**config.mk**
```make
export PLATFORM = sky130hd
export DESIGN_NAME = ram_loader
export DESIGN_NICKNAME = d
export VERILOG_FILES = /design/src/rtl/loader_pkg.sv /design/src/rtl/ram_loader.sv
export SDC_FILE = /design/constraint.sdc
export NUM_CORES = 1
export LEC_CHECK = 0
export ABC_AREA = 1
export BUFFER_PORTS_ARGS = -buffer_cell sky130_fd_sc_hd__buf_4
export CAP_MARGIN = 40
export CORE_AREA = 2 2 57 59
export DETAILED_ROUTE_END_ITERATION = 8
export DIE_AREA = 0 0 59 61
export PLACE_DENSITY_LB_ADDON = 0.25
export REMOVE_ABC_BUFFERS = 1
export SLEW_MARGIN = 20
export SYNTH_ARGS = -nofsm -noshare
export SYNTH_HDL_FRONTEND = slang
export SYNTH_SLANG_ARGS = --single-unit
```
**constraint.sdc**
```tcl
create_clock -name clk -period 3.1 [get_ports clk]
set_input_delay 0.465 -clock clk [delete_from_list [all_inputs] [get_ports clk]]
set_output_delay 0.465 -clock clk [all_outputs]
set_load 0.1 [all_outputs]
```
**src/rtl/loader_pkg.sv**
```systemverilog
// Shared types and constants for the RAM loader/dumper.
// Holds the loader FSM encoding, the mode values sampled with start, and the default last address.
package loader_pkg;

  typedef enum logic [2:0] {
    ST_IDLE  = 3'd0,
    ST_LOAD  = 3'd1,
    ST_WRITE = 3'd2,
    ST_READ  = 3'd3,
    ST_OUT   = 3'd4,
    ST_DONE  = 3'd5
  } loader_state_e;

  localparam logic MODE_LOAD = 1'b0;
  localparam logic MODE_DUMP = 1'b1;

  localparam int RAM_DEPTH = 16;
  localparam int LAST_ADDR = RAM_DEPTH - 1;

endpackage

```
**src/rtl/ram_loader.sv**
```systemverilog
// RAM bus initiator: streams a full image into the RAM (LOAD) or reads it all back out (DUMP).
// Owns the RAM bus only while busy is high; the integration mux uses busy as its select.
module ram_loader
  import loader_pkg::*;
#(
  parameter int RAM_INPUT_ADDR = 4,
  parameter int RAM_SIZE       = 16
) (
  input  logic                      clk,
  input  logic                      rst_n,
  input  logic                      start,
  input  logic                      mode,
  input  logic                      in_valid,
  input  logic [7:0]                in_data,
  output logic                      in_ready,
  output logic                      out_valid,
  output logic [7:0]                out_data,
  input  logic                      out_ready,
  output logic [RAM_INPUT_ADDR-1:0] ram_addr,
  output logic [7:0]                ram_wdata,
  output logic                      ram_in,
  output logic                      ram_out,
  input  logic [7:0]                ram_rdata,
  output logic                      busy,
  output logic                      done
);

  localparam logic [RAM_INPUT_ADDR-1:0] PTR_LAST = RAM_INPUT_ADDR'(RAM_SIZE - 1);
  localparam logic [RAM_INPUT_ADDR-1:0] PTR_ONE  = {{(RAM_INPUT_ADDR-1){1'b0}}, 1'b1};
  localparam logic [RAM_INPUT_ADDR-1:0] PTR_ZERO = {RAM_INPUT_ADDR{1'b0}};

  loader_state_e             state_r;
  loader_state_e             state_next_s;
  logic [RAM_INPUT_ADDR-1:0] ptr_r;
  logic [7:0]                wdata_r;
  logic [7:0]                odata_r;
  logic                      is_last_s;

  assign is_last_s = (ptr_r == PTR_LAST);

  // Next-state decode; the pointer never wraps because the last address exits to DONE.
  always_comb begin
    state_next_s = state_r;
    case (state_r)
      ST_IDLE: begin
        if (start) begin
          if (mode == MODE_DUMP) begin
            state_next_s = ST_READ;
          end else begin
            state_next_s = ST_LOAD;
          end
        end else begin
          state_next_s = ST_IDLE;
        end
      end
      ST_LOAD: begin
        if (in_valid) begin
          state_next_s = ST_WRITE;
        end else begin
          state_next_s = ST_LOAD;
        end
      end
      ST_WRITE: begin
        if (is_last_s) begin
          state_next_s = ST_DONE;
        end else begin
          state_next_s = ST_LOAD;
        end
      end
      ST_READ: state_next_s = ST_OUT;
      ST_OUT: begin
        if (!out_ready) begin
          state_next_s = ST_OUT;
        end else if (is_last_s) begin
          state_next_s = ST_DONE;
        end else begin
          state_next_s = ST_READ;
        end
      end
      ST_DONE: state_next_s = ST_IDLE;
      default: state_next_s = ST_IDLE;
    endcase
  end

  // State register plus bus strobes registered from the next state, so they align with the state.
  always_ff @(posedge clk or negedge rst_n) begin
    if (!rst_n) begin
      state_r   <= ST_IDLE;
      in_ready  <= 1'b0;
      ram_in    <= 1'b0;
      ram_out   <= 1'b0;
      out_valid <= 1'b0;
      busy      <= 1'b0;
      done      <= 1'b0;
    end else begin
      state_r   <= state_next_s;
      in_ready  <= (state_next_s == ST_LOAD);
      ram_in    <= (state_next_s == ST_WRITE);
      ram_out   <= (state_next_s == ST_READ);
      out_valid <= (state_next_s == ST_OUT);
      busy      <= (state_next_s != ST_IDLE);
      done      <= (state_next_s == ST_DONE);
    end
  end

  // Pointer and data registers; out_data only moves in READ, so it holds through OUT stalls.
  always_ff @(posedge clk or negedge rst_n) begin
    if (!rst_n) begin
      ptr_r   <= PTR_ZERO;
      wdata_r <= 8'h00;
      odata_r <= 8'h00;
    end else begin
      case (state_r)
        ST_IDLE: ptr_r <= PTR_ZERO;
        ST_LOAD: begin
          if (in_valid) begin
            wdata_r <= in_data;
          end
        end
        ST_WRITE: begin
          if (!is_last_s) begin
            ptr_r <= ptr_r + PTR_ONE;
          end
        end
        ST_READ: odata_r <= ram_rdata;
        ST_OUT: begin
          if (out_ready && !is_last_s) begin
            ptr_r <= ptr_r + PTR_ONE;
          end
        end
        default: ptr_r <= ptr_r;
      endcase
    end
  end

  assign ram_addr  = ptr_r;
  assign ram_wdata = wdata_r;
  assign out_data  = odata_r;

endmodule
```
==> results of run 1 <==
-- cell families (layout without fill, tap and decap cells) --
logic type,Yosys count,in the layout
XOR/XNOR,2,2
buffers and inverters,9,64
adder cells (fa/ha/maj),1,1
AO/OA/AOI/OAI,7,7
flip-flops,29,29
AND/OR/NAND/NOR,71,71
multiplexers,8,8
-- state kept, by name, indices dropped and copies added (netlist names) --
register and flops:
ram_addr 4, ram_out 1, state_r 3, ram_in 1, out_valid 1, done 1
busy 1, in_ready 1, ram_wdata 8, out_data 8
-- stage by stage --
stage / hold slack [ns] / util (%)
2_1_floorplan: 0.169 / -
3_3_place_gp: 0.401 / 56.5
3_5_place_dp: 0.410 / 56.5
4_1_cts: 0.0497 / 59.4
5_1_grt: 0.0593 / 59.4
6_report: 0.0455 / 59.4
-- layer usage --
metal | GRT usage [%] | up-vias | wire length [um]
met5 | 0 | - | 0
met4 | 6.82 | 0 | 45
met3 | 6.61 | 5 | 186
met2 | 25.6 | 34 | 1270
met1 | 19.9 | 506 | 1150
li1 | - | 517 | -
-- cell usage after synthesis, drive strengths merged --
master / n / area, um^2
nand2: 45 / 181
dfrtp: 29 / 726
nor2: 12 / 52.6
nand3: 11 / 60.1
inv: 8 / 30.0
mux2: 8 / 120
o21ai: 6 / 30.0
nand4: 2 / 27.5
xor2: 2 / 17.5
a21oi: 1 / 5.00
clkinv: 1 / 3.75
ha: 1 / 12.5
nand3b: 1 / 7.51
-- cells in the final DEF (no fill, tap or decap), types with 2 or more instances in the layout --
cell	instances
buf_4	47
clkbuf_4	5
dfrtp_1	29
inv_1	6
inv_2	2
mux2_4	8
nand2_1	42
nand2_2	2
nand3_1	10
nor2_1	9
nor2_2	3
o21ai_0	2
o21ai_1	4
xor2_1	2
-- area by class of cell --
type	instances	share of cell area [%]
Clock inverter	1	1.71
Inverter	9	1.93
Multi-Input combinational cell	89	29.3
Tap cell	33	2.36
Timing Repair Buffer	47	20.1
Clock buffer	7	3.14
Sequential cell	29	41.4
-- how the worst max path moves through the flow --
stage / startpoint / end / slack (ns) / cells after the start
global placement: ram_addr[0]$_DFFE_PN0P_ / ram_addr[1]$_DFFE_PN0P_ / 1.78 / 7
finish: ram_addr[2]$_DFFE_PN0P_ / ram_addr[2] / 1.53 / 1
CTS: ram_addr[2]$_DFFE_PN0P_ / ram_addr[2] / 1.52 / 1
floorplan: ram_addr[0]$_DFFE_PN0P_ / ram_addr[2]$_DFFE_PN0P_ / 1.14 / 7
detailed placement: ram_addr[0]$_DFFE_PN0P_ / ram_addr[0]$_DFFE_PN0P_ / 1.74 / 7
global route: ram_addr[2]$_DFFE_PN0P_ / ram_addr[2] / 1.48 / 1
==> out/results.tsv, run 1 <==
stage	metric	value	unit
global_route	total track usage	16.2	%
clock_tree	CTS tree	yes	
clock_tree	clock tree buffer depth	2	
timing	RSZ-0062 raised after global routing	no	
timing	worst slew pin tran	0.359	ns
setup_path	reg-to-reg endpoint	in_ready$_DFF_PN0_	
timing	Setup TNS	0	ns
setup_path	CP Data Arrival Time	1.10	ns
drt	Residual DRC	0	
final_layout	Fill cells	261	
logic_synthesis	sequential share of the synthesized area	57.0	%
run	max cap viols	0	
setup_path	Critical Path, Cell by Cell	buf_4	
timing	Setup Viol. Count Final	0	
setup_path	slowest cell delay on critical path	0.45	ns
final_layout	final non-filler cell area	1750	um^2
logic_synthesis	synthesized area per cell	10.0	um^2
hold_path	Hold WC Path Type	input port to async pin	
timing	slew margin rel.	76.1	%
clock_tree	postcts setup bufs	0	
placed_design	placed inst area	1670	um^2
clock_tree	CTS resizes	0	
logic_synthesis	post-synthesis mux area share	9.43	%
setup_path	startpoint types	register	
setup_path	CP bufs+invs	1	
placed_design	Buffers on Ports	47	
drt	via count	1062	
logic_synthesis	Yosys cell types	20	
placed_design	Place WS	1.74	ns
final_layout	Multi-input gate area	514	um^2
setup_path	slowest CP cell	dfrtp_1	
final_layout	Total Nets Final	204	
timing	final hold vios	0	
logic_synthesis	xor/xnor share of the synthesized area	1.38	%
floorplan	die width	59	um
drt	total routed wirelength	2.65	mm
final_layout	Finished Layout Cells	215	
floorplan	Cell Rows	20	
floorplan	die area	3600	um^2
outcome	status	completed	
clock_tree	Clock Sinks	29	
final_layout	share of cells above drive strength 1	39.6	%
setup_path	Register-to-Register Setup Slack	1.71	ns
global_route	total gr overflow	0	
logic_synthesis	Synth Instances	127	
placed_design	gpl congestion	0.855	
logic_synthesis	largest family of logic cells by synthesized area	simple AND/OR/NAND/NOR gates	
logic_synthesis	Synth Register Bits	29	
final_layout	Register Area	726	um^2
final_layout	Antenna Cells	0	
floorplan	# IOs	48	
clock_tree	clk slew on worst S/H paths	0.09	ns
timing	Fin Clk Skew	0.00382	ns
final_layout	area added between synthesis and finish	37.6	%
timing	Max Slew Vio Count	0	
global_route	vias in the first global route	994	
drt	Avg WL per Cell	12.3	um
floorplan	Core ar.	2950	um^2
placed_design	dpl hpwl	1.90	mm
drt	routed vias/inst	4.94	
setup_path	worst reg2reg path startpoint	state_r[1]$_DFF_PN0_	
logic_synthesis	Post-Syn Area	1270	um^2
setup_path	CP required	2.63	ns
clock_tree	CTS H-Tree Depth	2	
global_route	first-pass GRT wire length	4.23	mm
logic_synthesis	YS warnings	0	
setup_path	Worst R2R Path Depth	6	
timing	Tmin final	1.57	ns
clock_tree	Worst-Skew Late Latency	0.32	ns
placed_design	cell count after placement	207	
drt	DRT antenna net count	0	
logic_synthesis	compound-gate portion of the synthesized area	2.75	%
floorplan	Initial Utilization	43.1	%
setup_path	Setup CP Type	register to primary output	
clock_tree	Root Buffer	clkbuf_4	
drt	Pre-antenna DRT Iters	4	
clock_tree	cts hold-fix bufs	0	
floorplan	DIE HEIGHT	61	um
clock_tree	CTS Buf Count	5	
setup_path	largest fanout on the critical path	6	
drt	DRT iter0 DRCs	36	
setup_path	Crit path max-delay family	flip-flops	
timing	worst setup margin	1.53	ns
logic_synthesis	Post-Synth Adder-Cell Area	0.982	%
timing	Tcrit/Tclk final	50.6	%
timing	Peak Freq	638	MHz
logic_synthesis	Simple-Gate Fraction of Synth Area	25.8	%
global_route	initial antenna violation count	0	
setup_path	element type at the critical path end	primary output	
global_route	pin count of the biggest net entering global routing	30	
Power of run 1 is not shown: default switching activity piles up to over one toggle a cycle in this logic, so the estimate is an artifact.
==> run 2: changes to the inputs <==
- clock period: 3.1 -> 1.47 ns (I/O delays scaled with it)
==> run 2 against run 1 <==
Compared with the run above: critical endpoint is now in_ready$_DFF_PN0_; global-route usage grew 0.083 points; utilization grew 0.85 points; first-iteration DRC count shrank 19%; worst setup slack lost 1.5 ns; via count grew 1.4%; sequential share of layout area shrank 0.58 points; largest cell class unchanged.
==> out/results.tsv, run 2 (synthesis gave the netlist of run 1 again) <==
stage	metric	value	unit
floorplan	die width	59	um
timing	Fin Clk Skew	0.00521	ns
setup_path	CP Data Arrival Time	1.61	ns
final_layout	final non-filler cell area	1780	um^2
global_route	total track usage	16.3	%
drt	via count	1077	
drt	WL met2	1.24	mm
clock_tree	CTS tree	yes	
clock_tree	CTS H-Tree Depth	2	
placed_design	placed inst area	1670	um^2
setup_path	slowest cell delay on critical path	0.46	ns
clock_tree	clk slew on worst S/H paths	0.09	ns
setup_path	startpoint types	register	
final_layout	commonest non-fill, non-tap cells in the layout	buf_4, nand2_1, dfrtp_1	
global_route	initial antenna violation count	0	
drt	DRT antenna net count	0	
final_layout	Finished Layout Cells	217	
final_layout	leading cell type in the layout, fill and taps excluded	buf_4	
floorplan	Cell Rows	20	
timing	Max Slew Vio Count	0	
floorplan	# IOs	48	
clock_tree	Root Buffer	clkbuf_4	
global_route	total gr overflow	0	
setup_path	Setup CP Type	register to register	
setup_path	slowest CP cell	dfrtp_1	
setup_path	largest fanout on the critical path	5	
drt	wl on met1	1.16	mm
timing	Peak Freq	716	MHz
final_layout	share of cells above drive strength 1	40.8	%
clock_tree	Worst-Skew Late Latency	0.32	ns
clock_tree	CTS Buf Count	5	
final_layout	Total Nets Final	206	
hold_path	Hold WC Path Type	input port to register	
placed_design	Place WS	0.111	ns
timing	Setup Viol. Count Final	0	
timing	RSZ-0062 raised after global routing	no	
drt	Pre-antenna DRT Iters	4	
final_layout	Register Area	726	um^2
setup_path	element type at the critical path end	register	
timing	Tcrit/Tclk final	95.0	%
run	max cap viols	0	
placed_design	dpl hpwl	1.90	mm
placed_design	gpl congestion	0.855	
drt	total routed wirelength	2.65	mm
drt	DRT iter0 DRCs	29	
setup_path	CP required	1.69	ns
clock_tree	Clock Sinks	29	
final_layout	Multi-input gate area	522	um^2
global_route	pin count of the biggest net entering global routing	30	
setup_path	Critical Path, Cell by Cell	nor2_1, nand2_1, a21oi_1, nor2_2, nand2_1, nor2_1	
drt	Residual DRC	0	
drt	top sig layer	met4	
floorplan	Initial Utilization	43.1	%
timing	worst slew pin tran	0.355	ns
drt	Avg WL per Cell	12.2	um
timing	slew margin rel.	76.3	%
final_layout	Fill cells	256	
clock_tree	clock tree buffer depth	2	
outcome	status	completed	
global_route	vias in the first global route	987	
timing	worst setup margin	0.0732	ns
global_route	first-pass GRT wire length	4.26	mm
final_layout	area added between synthesis and finish	39.6	%
placed_design	Buffers on Ports	47	
drt	met3 WL	201	um
floorplan	die area	3600	um^2
timing	final hold vios	0	
placed_design	cell count after placement	207	
floorplan	Core ar.	2950	um^2
floorplan	DIE HEIGHT	61	um
final_layout	Antenna Cells	0	
timing	Tmin final	1.40	ns
drt	routed vias/inst	4.96	
-- run 2: cell count changes in the layout (fill, tap and decap cells not counted), sizes merged --
cell         previous run  this run
buf                    47        48
dlygate4sd3             0         1
-- run 2: path summary, 6_finish.rpt --
path / slack, ns / start / to / cells after the start
setup / recovery: 0.07 / state_r[1]$_DFF_PN0_ / in_ready$_DFF_PN0_ / 6
hold / removal: 0.09 / in_data[3] / ram_wdata[3]$_DFFE_PN0P_ / 3
setup reg to reg: 0.07 / state_r[1]$_DFF_PN0_ / in_ready$_DFF_PN0_ / 6
hold reg to reg: 0.49 / ram_wdata[4]$_DFFE_PN0P_ / ram_wdata[4]$_DFFE_PN0P_ / 2
max in group asynchronous: 0.86 / rst_n / out_data[3]$_DFFE_PN0N_ / 2
min in group asynchronous: 0.35 / rst_n / ram_out$_DFF_PN0_ / 2
-- run 2: timing repair --
action,4_1_cts,5_1_grt
hold endpoints to repair,29,0
hold buffers,1,0
setup endpoints to repair,0,6
setup buffers,0,1
resized for setup,0,2
-- run 2: cell type report --
type                    instances  share of cell area [%]
clock buffers                   7                    3.10
clock inverters                 1                    1.69
inverters                       9                    1.90
multi-input cells              89                    29.3
flip-flops and latches         29                    40.8
well taps                      33                    2.32
repair buffers                 49                    20.8
-- run 2: worst max-delay path: cells and delay by family, from the launching register on --
kind             cells  cell delay, ns
AND/OR/NAND/NOR      5            0.64
AO/OA/AOI/OAI        1            0.20
flip-flops           1            0.46
-- run 2: layer usage --
| metal | global-route usage (%) | vias up |
|---|---|---|
| met2 | 25.2 | 36 |
| li1 | - | 523 |
| met4 | 6.82 | 0 |
| met3 | 7.25 | 6 |
| met5 | 0 | - |
| met1 | 20.0 | 512 |
-- run 2: per-stage QoR --
| step | util (%) | hold slack (ns) | setup TNS [ns] |
|---|---|---|---|
| after floorplan | - | -0.0751 | -4.82 |
| final | 60.2 | 0.0859 | 0 |
| after global placement | 56.5 | 0.157 | 0 |
| after detailed placement | 56.5 | 0.165 | 0 |
| after CTS | 59.7 | 0.0731 | 0 |
| after global routing | 60.2 | 0.0671 | 0 |
Power of run 2 is left out for the same reason.
